<file path="config.mk">
export PLATFORM = sky130hd
export DESIGN_NAME = pipelined_adder
export DESIGN_NICKNAME = d
export VERILOG_FILES = /design/src/rtl/pipelined_adder_pkg.sv /design/src/rtl/adder_slice.sv /design/src/rtl/pipelined_adder.sv
export SDC_FILE = /design/constraint.sdc
export NUM_CORES = 1
export LEC_CHECK = 0
export ABC_CLOCK_PERIOD_IN_PS = 2300
export BUFFER_PORTS_ARGS = -buffer_cell sky130_fd_sc_hd__buf_2
export CORE_ASPECT_RATIO = 0.6
export CORE_MARGIN = 5
export CORE_UTILIZATION = 57
export CTS_CLUSTER_DIAMETER = 100
export DETAILED_ROUTE_END_ITERATION = 6
export PLACE_DENSITY = 0.77
export SLEW_MARGIN = 10
export SYNTH_ARGS = -nofsm -noshare
export SYNTH_HDL_FRONTEND = slang
export SYNTH_HIERARCHICAL = 1
export SYNTH_SLANG_ARGS = --single-unit
</file>
<file path="constraint.sdc">
create_clock -name clk -period 2.3 [get_ports clk]
set_input_delay 0.46 -clock clk [delete_from_list [all_inputs] [get_ports clk]]
set_output_delay 0.46 -clock clk [all_outputs]
set_load 0.005 [all_outputs]
</file>
<file path="src/rtl/pipelined_adder_pkg.sv">
// Shared arithmetic helpers for the pipelined ripple-carry adder.
// Latency: n/a (pure functions).
// Backpressure: n/a.
//
// Contents: half-adder sum/carry, full adder composed from two half adders,
// and the slice-width helper used to split operands across pipeline stages.
package pipelined_adder_pkg;

    // Bits handled per pipeline stage.
    function automatic int slice_width(input int width, input int stages);
        return width / stages;
    endfunction

    function automatic logic hasum(input logic a, input logic b);
        return a ^ b;
    endfunction

    function automatic logic hacarry(input logic a, input logic b);
        return a & b;
    endfunction

    // Returns {carry, sum}; two half adders plus an OR of their carries.
    function automatic logic [1:0] full_add(input logic a, input logic b, input logic c);
        logic s1;
        logic c1;
        logic c2;
        s1 = hasum(a, b);
        c1 = hacarry(a, b);
        c2 = hacarry(s1, c);
        return {c1 | c2, hasum(s1, c)};
    endfunction

endpackage

</file>
<file path="src/rtl/adder_slice.sv">
// Combinational W-bit ripple-carry slice built from per-bit full adders.
// Latency: 0 cycles (purely combinational).
// Backpressure: none; the enclosing pipeline stage decides when to capture.
//
// Ports: a_i, b_i (W bits), cin_i -> sum_o (W bits), cout_o.
module adder_slice
    import pipelined_adder_pkg::*;
#(
    parameter int W = 4
) (
    input  logic [W-1:0] a_i,
    input  logic [W-1:0] b_i,
    input  logic         cin_i,
    output logic [W-1:0] sum_o,
    output logic         cout_o
);

    logic carry;

    always_comb begin
        sum_o = '0;
        carry = cin_i;
        for (int i = 0; i < W; i++) begin
            {carry, sum_o[i]} = full_add(a_i[i], b_i[i], carry);
        end
        cout_o = carry;
    end

endmodule

</file>
<file path="src/rtl/pipelined_adder.sv">
// Pipelined ripple-carry adder: one SLICE_W-bit slice added per stage, carry registered between stages.
// Latency: STAGES cycles from input acceptance to out_valid; throughput 1 beat/cycle.
// Backpressure: combinational ready chain; a stage advances when it is empty or its successor advances.
//
// Ports: clk, rst_n (async, active-low); in_valid/in_ready/in_a/in_b/in_cin input beat;
//        out_valid/out_ready/out_sum/out_cout result beat.
// Optional macro PIPE_ADDER_SUB_EN adds in_sub: 1 computes A + ~B + 1 (in_cin ignored),
//        so out_cout=1 means no borrow.
module pipelined_adder
    import pipelined_adder_pkg::*;
#(
    parameter int WIDTH  = 16,
    parameter int STAGES = 4
) (
    input  logic             clk,
    input  logic             rst_n,
    input  logic             in_valid,
    output logic             in_ready,
    input  logic [WIDTH-1:0] in_a,
    input  logic [WIDTH-1:0] in_b,
    input  logic             in_cin,
`ifdef PIPE_ADDER_SUB_EN
    input  logic             in_sub,
`endif
    output logic             out_valid,
    input  logic             out_ready,
    output logic [WIDTH-1:0] out_sum,
    output logic             out_cout
);

    localparam int SW = slice_width(WIDTH, STAGES);

    if (WIDTH % STAGES != 0) begin : g_bad_cfg
        $error("pipelined_adder: WIDTH must be a multiple of STAGES");
    end

    for (genvar g = 0; g < STAGES; g++) begin : g_stage
        // Operand bits not yet consumed when they arrive at this stage.
        localparam int IW = WIDTH - g * SW;

        logic                v_q;
        logic [(g+1)*SW-1:0] sum_q;
        logic [(g+1)*SW-1:0] sum_d;
        logic                c_q;
        logic                rdy;
        logic                rdy_next;

        logic                v_prev;
        logic                c_prev;
        logic [IW-1:0]       a_prev;
        logic [IW-1:0]       b_prev;
        logic [SW-1:0]       b_eff;
        logic [SW-1:0]       s_sum;
        logic                s_cout;
`ifdef PIPE_ADDER_SUB_EN
        logic                sub_prev;
`endif

        if (g == 0) begin : g_first
            assign v_prev = in_valid;
            assign a_prev = in_a;
            assign b_prev = in_b;
`ifdef PIPE_ADDER_SUB_EN
            assign sub_prev = in_sub;
            // Subtract is A + ~B + 1, so the +1 replaces the caller's carry-in.
            assign c_prev   = in_sub | in_cin;
`else
            assign c_prev   = in_cin;
`endif
            assign sum_d  = s_sum;
        end else begin : g_next
            assign v_prev = g_stage[g-1].v_q;
            assign a_prev = g_stage[g-1].g_carry.a_q;
            assign b_prev = g_stage[g-1].g_carry.b_q;
`ifdef PIPE_ADDER_SUB_EN
            assign sub_prev = g_stage[g-1].g_carry.sub_q;
`endif
            assign c_prev = g_stage[g-1].c_q;
            assign sum_d  = {s_sum, g_stage[g-1].sum_q};
        end

`ifdef PIPE_ADDER_SUB_EN
        assign b_eff = b_prev[SW-1:0] ^ {SW{sub_prev}};
`else
        assign b_eff = b_prev[SW-1:0];
`endif

        adder_slice #(.W(SW)) u_slice (
            .a_i   (a_prev[SW-1:0]),
            .b_i   (b_eff),
            .cin_i (c_prev),
            .sum_o (s_sum),
            .cout_o(s_cout)
        );

        // A stage may load when it is empty or its content moves on this cycle.
        assign rdy = !v_q | rdy_next;

        if (g == STAGES - 1) begin : g_last
            assign rdy_next = out_ready;
        end else begin : g_carry
            // Upper operand slices still waiting to be added further down the pipe.
            localparam int RW = IW - SW;
            logic [RW-1:0] a_q;
            logic [RW-1:0] b_q;
`ifdef PIPE_ADDER_SUB_EN
            logic          sub_q;
`endif

            assign rdy_next = g_stage[g+1].rdy;

            always_ff @(posedge clk or negedge rst_n) begin
                if (!rst_n) begin
                    a_q   <= '0;
                    b_q   <= '0;
`ifdef PIPE_ADDER_SUB_EN
                    sub_q <= 1'b0;
`endif
                end else if (rdy) begin
                    a_q   <= a_prev[IW-1:SW];
                    b_q   <= b_prev[IW-1:SW];
`ifdef PIPE_ADDER_SUB_EN
                    sub_q <= sub_prev;
`endif
                end
            end
        end

        always_ff @(posedge clk or negedge rst_n) begin
            if (!rst_n) begin
                v_q   <= 1'b0;
                sum_q <= '0;
                c_q   <= 1'b0;
            end else if (rdy) begin
                v_q   <= v_prev;
                sum_q <= sum_d;
                c_q   <= s_cout;
            end
        end
    end

    assign in_ready  = g_stage[0].rdy;
    assign out_valid = g_stage[STAGES-1].v_q;
    assign out_sum   = g_stage[STAGES-1].sum_q;
    assign out_cout  = g_stage[STAGES-1].c_q;

endmodule

</file>
==> metrics.md, run 1 <==
| Metric | Value |
|---|---|
| Clock Latency Late Sink | `about 0.33 ns` |
| Mapped Cells | `between 200 and 300` |
| Overall Global Routing Usage | `17.2%` |
| Syn_nets | `314` |
| IO buf count | `55` |
| First-pass GRT wire length | `11.7 mm` |
| Clock sink count | `96` |
| Max clock buf depth | `2` |
| HP Class | `in -> async` |
| #FFs+latches synth | `96` |
| Worst rel slew slack | `62.0%` |
| Nets | `approximately 380` |
| FILL cells | `464` |
| Synth unique cells | `13` |
| GRT overflow | `0` |
| Hold-fix buffers, CTS | `0` |
| Die footprint | `8910 sq um` |
| Final core occ | `70.2%` |
| CTS root buf | `clkbuf_16` |
| Via count | `2141` |
| Synth area leaders | `dfrtp_1, mux2_2, fa_1` |
| Cell taking the most area after synthesis | `dfrtp_1` |
| Max Cap Viol | `0` |
| WL final | `6.63 mm` |
| Initial antenna violation count | `0` |
| Placed wire-length estimate | `about 4.8 mm` |
| Setup TNS | `0 ns` |
| Setup-failing EPs final | `0` |
| Clock Skews | `0.00706 ns` |
| Critical-path top delay cell | `fa_1` |
| Synthesized cell area | `4030 sq um` |
| Pre-antenna DRT Iters | `4` |
| Critical path class | `reg -> reg` |
| Residual DRC | `0` |
| Area Growth Syn to Fin | `17.7%` |
| ANT nets after route | `0` |
| Status | `complete, no violations` |
| Leak Pwr | `roughly 0.0023 uW` |
| Hold Fails Final Rpt | `0` |
| DIE WIDTH | `about 120 um` |
| Worst EP required | `2.52 ns` |
| Pin count of the biggest net entering global routing | `between 40 and 50` |
| Initial Utilization | `59.6%` |
| Layout cells sized above 1 | `54.7%` |
| Initial drt markers | `115` |
| Max VDD drop | `0.000592 V` |
| Critical path capture point type | `register` |
| Ant. Diodes | `0` |
| Power Dens Cells | `~1000 nW/um^2` |
| CTS tree | `built` |
| Setup crit start kind | `register` |
| Multi-input gate area | `1430 sq um` |
| Reg area | `2400 sq um` |
| Average size of a mapped cell | `~15 sq um` |
| Number of global-route vias before repair | `2403` |
| H-tree Lvls | `3` |
| Final Critical Period | `2.18 ns` |
| Hold_ws | `0.0981 ns` |
| Synth top area share | `approximately three fifths` |
| Crit share post-route | `a little over nine tenths` |
| Max Slew Vio Count | `0` |
| Crit-path cells | `inv_1 > fa_1 > inv_1 > fa_1 > fa_1 > inv_1 > fa_1 > inv_1 > mux2_2` |
| Io pins | `56` |
| Clock Pin Slew Worst Setup and Hold Paths | `around 0.060 ns` |
| WL/cell | `~16 um` |
| Synth Warn # | `6` |
| Via density | `5.10` |
| Max stage delay on crit path | `around 0.47 ns` |
| Total Power | `between 4000 and 5000 uW` |
| # rows | `23` |
| Die H | `75.2 um` |
| Critical path arrival | `2.40 ns` |
| Core Region | `6760 sq um` |
| Worst Max-Slew Pin Slew | `about 0.57 ns` |
| Post-synthesis sequential area ratio | `59.6%` |
| CTS Buf Count | `9` |
| Worst-path fanout max | `2` |
| Unrepaired setup endpoints after global routing | `false` |
| Gpl congestion | `0.711` |
| Max Fclk | `0.458 GHz` |
power by group:
part / internal (uW) / total (uW) / switching, uW
Combinational: 639 / 1080 / 445
Clock: 899 / 1470 / 576
Sequential: 2150 / 2390 / 247
layout make-up:
class | count | share of cell area (%)
repair buffers | 65 | 7.43
well taps | 87 | 2.29
flip-flops and latches | 96 | 50.6
inverters | 40 | 3.16
clock inverters | 3 | 0.843
multi-input cells | 116 | 30.2
clock buffers | 13 | 5.48
final timing paths:
check	from	endpoint	slack, ns	cells after the start
setup / recovery	g_stage[2].g_carry.a_q[0]	out_sum[15]	0.12	9
hold / removal	rst_n	g_stage[0].g_carry.b_q[1]	0.1	1
setup reg to reg	g_stage[2].g_carry.a_q[0]	out_sum[15]	0.12	9
hold reg to reg	g_stage[0].v_q	g_stage[1].v_q	0.46	1
max in group asynchronous	rst_n	g_stage[0].g_carry.b_q[11]	1.58	2
min in group clk	in_valid	g_stage[0].v_q	0.35	2
critical path: cells and delay by family, from the launching register on:
kind                       cells  cell delay [ns]
DFF                            1             0.35
buffers and inverters          4             0.24
adders and majority gates      4             1.24
muxes                          1             0.24
logic make-up after synthesis:
logic type	Yosys count	share of synthesized area [%]
flops	96	59.6
mux	92	25.7
buf+inv	49	5.30
fa+ha+maj	16	7.94
simple gates	8	1.52
stage by stage:
| stage | cell area, sq um | instances | worst slack (ns) |
|---|---|---|---|
| 2_1_floorplan | 4030 | 261 | 0.116 |
| 3_3_place_gp | 4430 | 404 | 0.00406 |
| 3_5_place_dp | 4430 | 404 | -0.0181 |
| 4_1_cts | 4730 | 420 | 0.0875 |
| 5_1_grt | 4750 | 420 | 0.00967 |
| 6_report | 4750 | 420 | 0.118 |
cells in the mapped netlist:
| library cell | n |
|---|---|
| buf_2 | 6 |
| nand2_2 | 1 |
| mux2_1 | 1 |
| nand3_2 | 1 |
| inv_1 | 40 |
| nand4_1 | 1 |
| fa_1 | 16 |
| or2_2 | 1 |
| mux2_2 | 91 |
| nand2b_1 | 3 |
| dfrtp_1 | 96 |
| nor2b_4 | 1 |
| buf_6 | 3 |
layer usage:
| metal | share of wire, % | GRT usage [%] |
|---|---|---|
| met1 | 46 | 22.9 |
| met2 | 48 | 27.6 |
| met3 | 5.1 | 7.28 |
| met4 | 0.56 | 2.64 |
| met5 | 0 | 0 |
repair_timing:
item	CTS	global route
gates resized for setup	0	8
hold endpoints to repair	0	0
endpoints found under the setup margin	0	2
buffers inserted	0	0
flip-flops by register name, indices dropped and copies added (netlist names):
signal	flops
out_cout	1
g_stage.g_carry.a_q	24
g_stage.c_q	3
g_stage.v_q	3
out_valid	1
g_stage.g_carry.b_q	24
g_stage.sum_q	24
out_sum	16
layout by cell type (no fill, tap or decap), types with 3 or more instances in the layout:
| master | netlist | layout |
|---|---|---|
| clkbuf_16 | 0 | 9 |
| buf_4 | 0 | 11 |
| mux2_2 | 91 | 91 |
| fa_1 | 16 | 10 |
| nand2b_1 | 3 | 3 |
| buf_2 | 6 | 54 |
| fa_2 | 0 | 6 |
| inv_1 | 40 | 38 |
| dfrtp_1 | 96 | 96 |
Note: power is estimated with default switching activity, not from simulation.
==> run 2: changes to the inputs <==
Settings changed: ABC_CLOCK_PERIOD_IN_PS 2300 to 1900, CORE_UTILIZATION 57 to 51, PLACE_DENSITY 0.77 to 0.73.
Clock period 2.3 ns to 1.9 ns, I/O delays scaled along.
==> metrics.md, run 2 (synthesis results as in run 1) <==
| Metric | Value |
|---|---|
| Pre-antenna DRT Iters | `4` |
| Biggest regs | `g_stage.g_carry.a_q (24), g_stage.g_carry.b_q (24), g_stage.sum_q (24)` |
| ANT nets after route | `0` |
| GRT met3 Usage | `~6.3%` |
| Failing checks | `hold timing, setup timing` |
| Critical path class | `reg -> reg` |
| Ant. Diodes | `0` |
| Reg2Reg Launch Point | `g_stage[2].g_carry.a_q[0]` |
| Max clock buf depth | `2` |
| DIE WIDTH | `between 100 and 150 um` |
| R2R depth | `9` |
| Hold_ws | `-0.000363 ns` |
| Die footprint | `between 9000 and 10000 sq um` |
| Via density | `between 4 and 5` |
| # rows | `25` |
| Io pins | `56` |
| Setup crit start kind | `register` |
| Worst-path fanout max | `2` |
| Final Critical Period | `between 2 and 2.5 ns` |
| Die H | `78.9 um` |
| Layout cells sized above 1 | `60.9%` |
| Number of global-route vias before repair | `roughly 2300` |
| Status | `complete, but fails checks` |
| Worst rel slew slack | `62.4%` |
| Worst reg2reg path endpoint | `out_sum[15]` |
| Top Usage Layer GRT | `met2` |
| Total Power | `a little over 6000 uW` |
| Critical path arrival | `2.39 ns` |
| First-pass GRT wire length | `11.2 mm` |
| WL/cell | `approximately 15 um` |
| IO buf count | `55` |
| Via count | `approximately 2100` |
| GRT overflow | `0` |
| Crit share post-route | `113%` |
| Critical Path Start | `g_stage[2].g_carry.a_q[0]` |
| Max Fclk | `about 0.46 GHz` |
| Met2 Resource Use GR | `about 23%` |
| Overall Global Routing Usage | `15.0%` |
| Setup slack, reg-to-reg | `-0.26 ns` |
| Initial antenna violation count | `0` |
| Critical-path top delay cell | `fa_1` |
| Initial Utilization | `51.8%` |
| CTS Buf Count | `9` |
| Setup-failing EPs final | `6` |
| HP Class | `in -> async` |
| Power Dens Cells | `1270 nW/um^2` |
| Pin count of the biggest net entering global routing | `40` |
| Placed wire-length estimate | `4.66 mm` |
| Worst Max-Slew Pin Slew | `0.562 ns` |
| Clock Pin Slew Worst Setup and Hold Paths | `about 0.06 ns` |
| CTS tree | `built` |
| Residual DRC | `0` |
| Critical path capture point type | `register` |
| Worst EP required | `2.13 ns` |
| Unrepaired setup endpoints after global routing | `true` |
| Leak Pwr | `0.00226 uW` |
| Most frequent cells in the layout | `dfrtp_1, mux2_2, buf_2` |
| Max stage delay on crit path | `approximately 0.47 ns` |
| Max Cap Viol | `0` |
| Gpl congestion | `0.685` |
| Area Growth Syn to Fin | `19.9%` |
| Clock sink count | `96` |
| Final worst slack | `-0.255 ns` |
| Max VDD drop | `0.000569 V` |
| Clock Latency Late Sink | `around 0.34 ns` |
| CTS root buf | `clkbuf_16` |
| Initial drt markers | `122` |
| Crit-path cells | `inv_2 > fa_2 > inv_2 > fa_2 > fa_2 > inv_2 > fa_1 > inv_1 > mux2_2` |
| Grt met1 use | `slightly below 20%` |
| Core Region | `7790 sq um` |
| Hold Fails Final Rpt | `1` |
| Max Slew Vio Count | `0` |
| WL final | `between 6 and 7 mm` |
| Commonest non-fill, non-tap cell in the layout | `dfrtp_1` |
| Nets | `384` |
| Clock Skews | `0.00456 ns` |
| H-tree Lvls | `3` |
run 2: worst max-delay path, delay by kind of cell, from the launching register on:
family,cells,cell delay (ns)
buffers and inverters,4,0.20
multiplexers,1,0.25
flip-flops,1,0.36
adder cells (fa/ha/maj),4,1.24
run 2: repair_timing:
item,in CTS,in global routing
hold buffers,0,0
pin swaps,2,5
cloned,0,0
setup endpoints to repair,8,10
buffers inserted,2,2
gates resized for setup,15,10
run 2: how the worst max path moves through the flow:
stage                                end  slack (ns)  cells past startpoint
finish                       out_sum[15]       -0.26                      9
global route                 out_sum[15]       -0.31                      9
CTS                 g_stage[2].sum_q[11]       -0.28                      9
detailed placement   g_stage[0].sum_q[3]       -0.34                     10
global placement     g_stage[0].sum_q[3]       -0.31                     10
floorplan            g_stage[0].sum_q[3]       -0.20                      9
run 2: layer usage:
metal  up-vias  part of all wire, %
li1        988                    -
met1      1073                   46
met2        40                   46
met3        13                  5.9
met4         0                  1.4
met5         -                    0
run 2: report_power, final:
part	leakage [uW]	switching (uW)	internal, uW
clock	0.000149	715	1140
sequential	0.00111	301	2600
combinational	0.000999	547	823
total	0.00226	1560	4560
run 2: final cells by class:
class,instances,area [sq um]
clock inverters,4,70.1
inverters,40,150
repair buffers,68,392
fillers,609,2950
well taps,108,135
multi-input cells,116,1450
flip-flops and latches,96,2400
clock buffers,11,233
run 2: through the flow:
| stage | setup TNS [ns] | util [%] | area (sq um) | instances | setup slack (ns) |
|---|---|---|---|---|---|
| after floorplan | -0.848 | - | 4050 | 261 | -0.204 |
| after global placement | -1.49 | 57.5 | 4480 | 424 | -0.310 |
| after detailed placement | -1.79 | 57.5 | 4480 | 424 | -0.336 |
| after CTS | -1.06 | 61.8 | 4810 | 441 | -0.279 |
| after global routing | -1.42 | 62.1 | 4830 | 443 | -0.307 |
| final | -0.955 | 62.1 | 4830 | 443 | -0.255 |
==> run 3: changes to the inputs <==
Settings changed: CORE_ASPECT_RATIO 0.6 to default, SLEW_MARGIN 10 to 25, SYNTH_HIERARCHICAL 1 to default.
==> metrics.md, run 3 <==
| Metric | Value |
|---|---|
| Status | `complete, but fails checks` |
| Failing checks | `setup timing` |
| Met2 Resource Use GR | `about a quarter` |
| Max Cap Viol | `0` |
| Post-synth EDFFs | `0` |
| First-pass GRT wire length | `roughly 11 mm` |
| Hold Fails Final Rpt | `0` |
| Die H | `99.7 um` |
| CTS Buf Count | `9` |
| Worst Max-Slew Pin Slew | `around 0.62 ns` |
| Ys async rst share | `100%` |
| Cell taking the most area after synthesis | `dfrtp_1` |
| Syn_nets | `approximately 330` |
| Clock power frac | `23.7%` |
| Setup-failing EPs final | `3` |
| Leak Pwr | `approximately 0.0023 uW` |
| Power Dens Cells | `1150 nW/um^2` |
| Internal | `4010 uW` |
| Number of global-route vias before repair | `~2300` |
| Core Region | `7770 sq um` |
| Hold_ws | `0.236 ns` |
| Max Fclk | `0.492 GHz` |
| Placed wire-length estimate | `4.64 mm` |
| WL/cell | `roughly 14 um` |
| Unrepaired setup endpoints after global routing | `true` |
| Gpl congestion | `0.759` |
| Max clock buf depth | `2` |
| Multi-input gate area | `1520 sq um` |
| Via density | `roughly 4.9` |
| Clock Skews | `between 0.008 and 0.009 ns` |
| CTS tree | `built` |
| Die footprint | `9930 sq um` |
| Nets | `between 300 and 400` |
| Crit-path cells | `inv_2 > fa_2 > inv_2 > fa_2 > fa_2 > inv_2 > fa_1 > a21oi_2` |
| # rows | `32` |
| CTS root buf | `clkbuf_8` |
| # Post-CTS Setup Buffers | `0` |
| Dominant register cell in the synthesized netlist | `dfrtp_1` |
| Final Critical Period | `2.03 ns` |
| Residual DRC | `0` |
| HP Class | `in -> reg` |
| Biggest regs | `g_stage.g_carry.a_q (24), g_stage.g_carry.b_q (24), g_stage.sum_q (24)` |
| Worst rel slew slack | `58.7%` |
| Post-synthesis sequential area ratio | `slightly below 60%` |
| WL final | `roughly 6.4 mm` |
| Area Growth Syn to Fin | `16.8%` |
| Hold Path Depth | `2` |
| Overall Global Routing Usage | `14.3%` |
| GRT met3 Usage | `3.02%` |
| H-tree Lvls | `3` |
| Synthesized cell area | `4100 sq um` |
| Pre-antenna DRT Iters | `4` |
| Layout cells sized above 1 | `47.0%` |
| R2R depth | `8` |
| Sw Ratio | `27.5%` |
| Initial drt markers | `20` |
| Ant. Diodes | `0` |
| Critical path capture point type | `register` |
| Synth Warn # | `0` |
| Worst-path fanout max | `2` |
| Combinational Power Share | `about 25%` |
| Commonest non-fill, non-tap cell in the layout | `dfrtp_1` |
| Clock sink count | `96` |
| Via count | `around 2200` |
| Critical path arrival | `2.31 ns` |
| Clock Pin Slew Worst Setup and Hold Paths | `0.09 ns` |
| Layout Cells excl Fill | `447` |
| Reg area | `~2400 sq um` |
| Top Usage Layer GRT | `met2` |
| Most frequent cells after synthesis | `dfrtp_1, mux2_2, inv_1` |
| DIE WIDTH | `99.7 um` |
| Count leader, synth | `dfrtp_1` |
| Crit share post-route | `107%` |
| Synth top area share | `58.6%` |
| #FFs+latches synth | `between 90 and 100` |
| Average size of a mapped cell | `around 15 sq um` |
| Grt met1 use | `between 15 and 20%` |
| FILL cells | `roughly 610` |
| Worst EP required | `2.18 ns` |
| Initial antenna violation count | `0` |
| NetSw | `1520 uW` |
| Initial Utilization | `52.8%` |
| Pin count of the biggest net entering global routing | `35` |
| Setup crit start kind | `register` |
| GRT overflow | `0` |
| ANT nets after route | `0` |
| Max Slew Vio Count | `0` |
| Critical-path top delay cell | `fa_1` |
| Critical path class | `reg -> reg` |
| Max VDD drop | `0.000543 V` |
| Reg power frac | `51.9%` |
| Mapped Cells | `between 200 and 300` |
| Synth unique cells | `23` |
| IO buf count | `55` |
| Io pins | `between 50 and 60` |
| Placed Cells incl. Taps | `430` |
| Most frequent cells in the layout | `dfrtp_1, buf_2, mux2_2` |
| Max stage delay on crit path | `0.41 ns` |
| Clock Latency Late Sink | `0.35 ns` |
| Final worst slack | `-0.134 ns` |
| Synth area leaders | `dfrtp_1, mux2_2, fa_1` |
==> run 3: cell count changes in the layout (fill, tap and decap cells not counted), sizes merged, moves of 3 or more <==
cell and delta:
a21oi +6, mux2i +3, nor2 +7, nand2 +11, inv -9, o21ai +11
mux2 -20
==> run 3: layout make-up <==
cell class                 instances  area share [%]
tap                              102            2.67
sequential                        96            50.2
multi-input combinational        134            31.7
clock buffer                      11            2.95
inverter                          31            2.43
clock inverter                     5            1.18
timing repair buffer              68            8.94
==> run 3: path summary, 6_finish.rpt <==
check                                     from                    endpoint  slack [ns]
worst max register to register  g_stage[1].c_q        g_stage[2].sum_q[11]       -0.13
worst min register to register  g_stage[0].v_q              g_stage[1].v_q        0.47
worst min-delay path                  in_b[14]  g_stage[0].g_carry.b_q[10]        0.24
max in group asynchronous                rst_n   g_stage[1].g_carry.a_q[1]        0.88
min in group asynchronous                rst_n   g_stage[1].g_carry.b_q[4]        0.51
worst max-delay path            g_stage[1].c_q        g_stage[2].sum_q[11]       -0.13
==> run 3: logic make-up (layout without fill, tap and decap cells) <==
family	after synthesis	in the layout	share of synthesized area, %
AOI/OAI and AO/OA	17	17	2.08
and+or+nand+nor	26	26	4.00
muxes	75	75	21.9
buffers and inverters	42	115	5.65
DFF	96	96	58.6
adders and majority gates	16	16	7.81
==> run 3: per-layer routing <==
layer	vias to the layer above	share of wire, %
li1	1024	-
met1	1114	42
met2	29	53
met3	9	3.4
met4	0	1.5
met5	-	0
==> run 3: worst max-delay path: cells and delay by family (launching register included) <==
kind                     cells  cell delay [ns]
adder cells (fa/ha/maj)      4             1.29
flip-flops                   1             0.40
buffers and inverters        3             0.18
AO/OA/AOI/OAI                1             0.12
==> run 3: power by group through the flow <==
stage	clock network (uW)	registers [uW]	logic, uW
after floorplan	0	2860	847
after global placement	0	2900	1260
after detailed placement	0	2920	1320
after CTS	1350	2880	1360
after global routing	1450	2950	1520
final	1310	2870	1350
==> run 3: what timing repair did <==
item,4_1_cts,5_1_grt
gates resized for setup,12,6
pin swaps,3,3
hold buffers,1,0
setup endpoints to repair,6,9
hold endpoints to repair,29,0
==> run 3: per-stage QoR <==
step | setup slack, ns | area (sq um) | power (uW) | util, % | TNS [ns]
after CTS | -0.151 | 4770 | 5590 | 61.4 | -0.424
after floorplan | -0.0423 | 4120 | 3710 | - | -0.129
after global placement | -0.160 | 4550 | 4160 | 58.6 | -0.567
after detailed placement | -0.257 | 4550 | 4240 | 58.6 | -0.915
after global routing | -0.224 | 4790 | 5910 | 61.6 | -0.692
final | -0.134 | 4790 | 5530 | 61.6 | -0.384
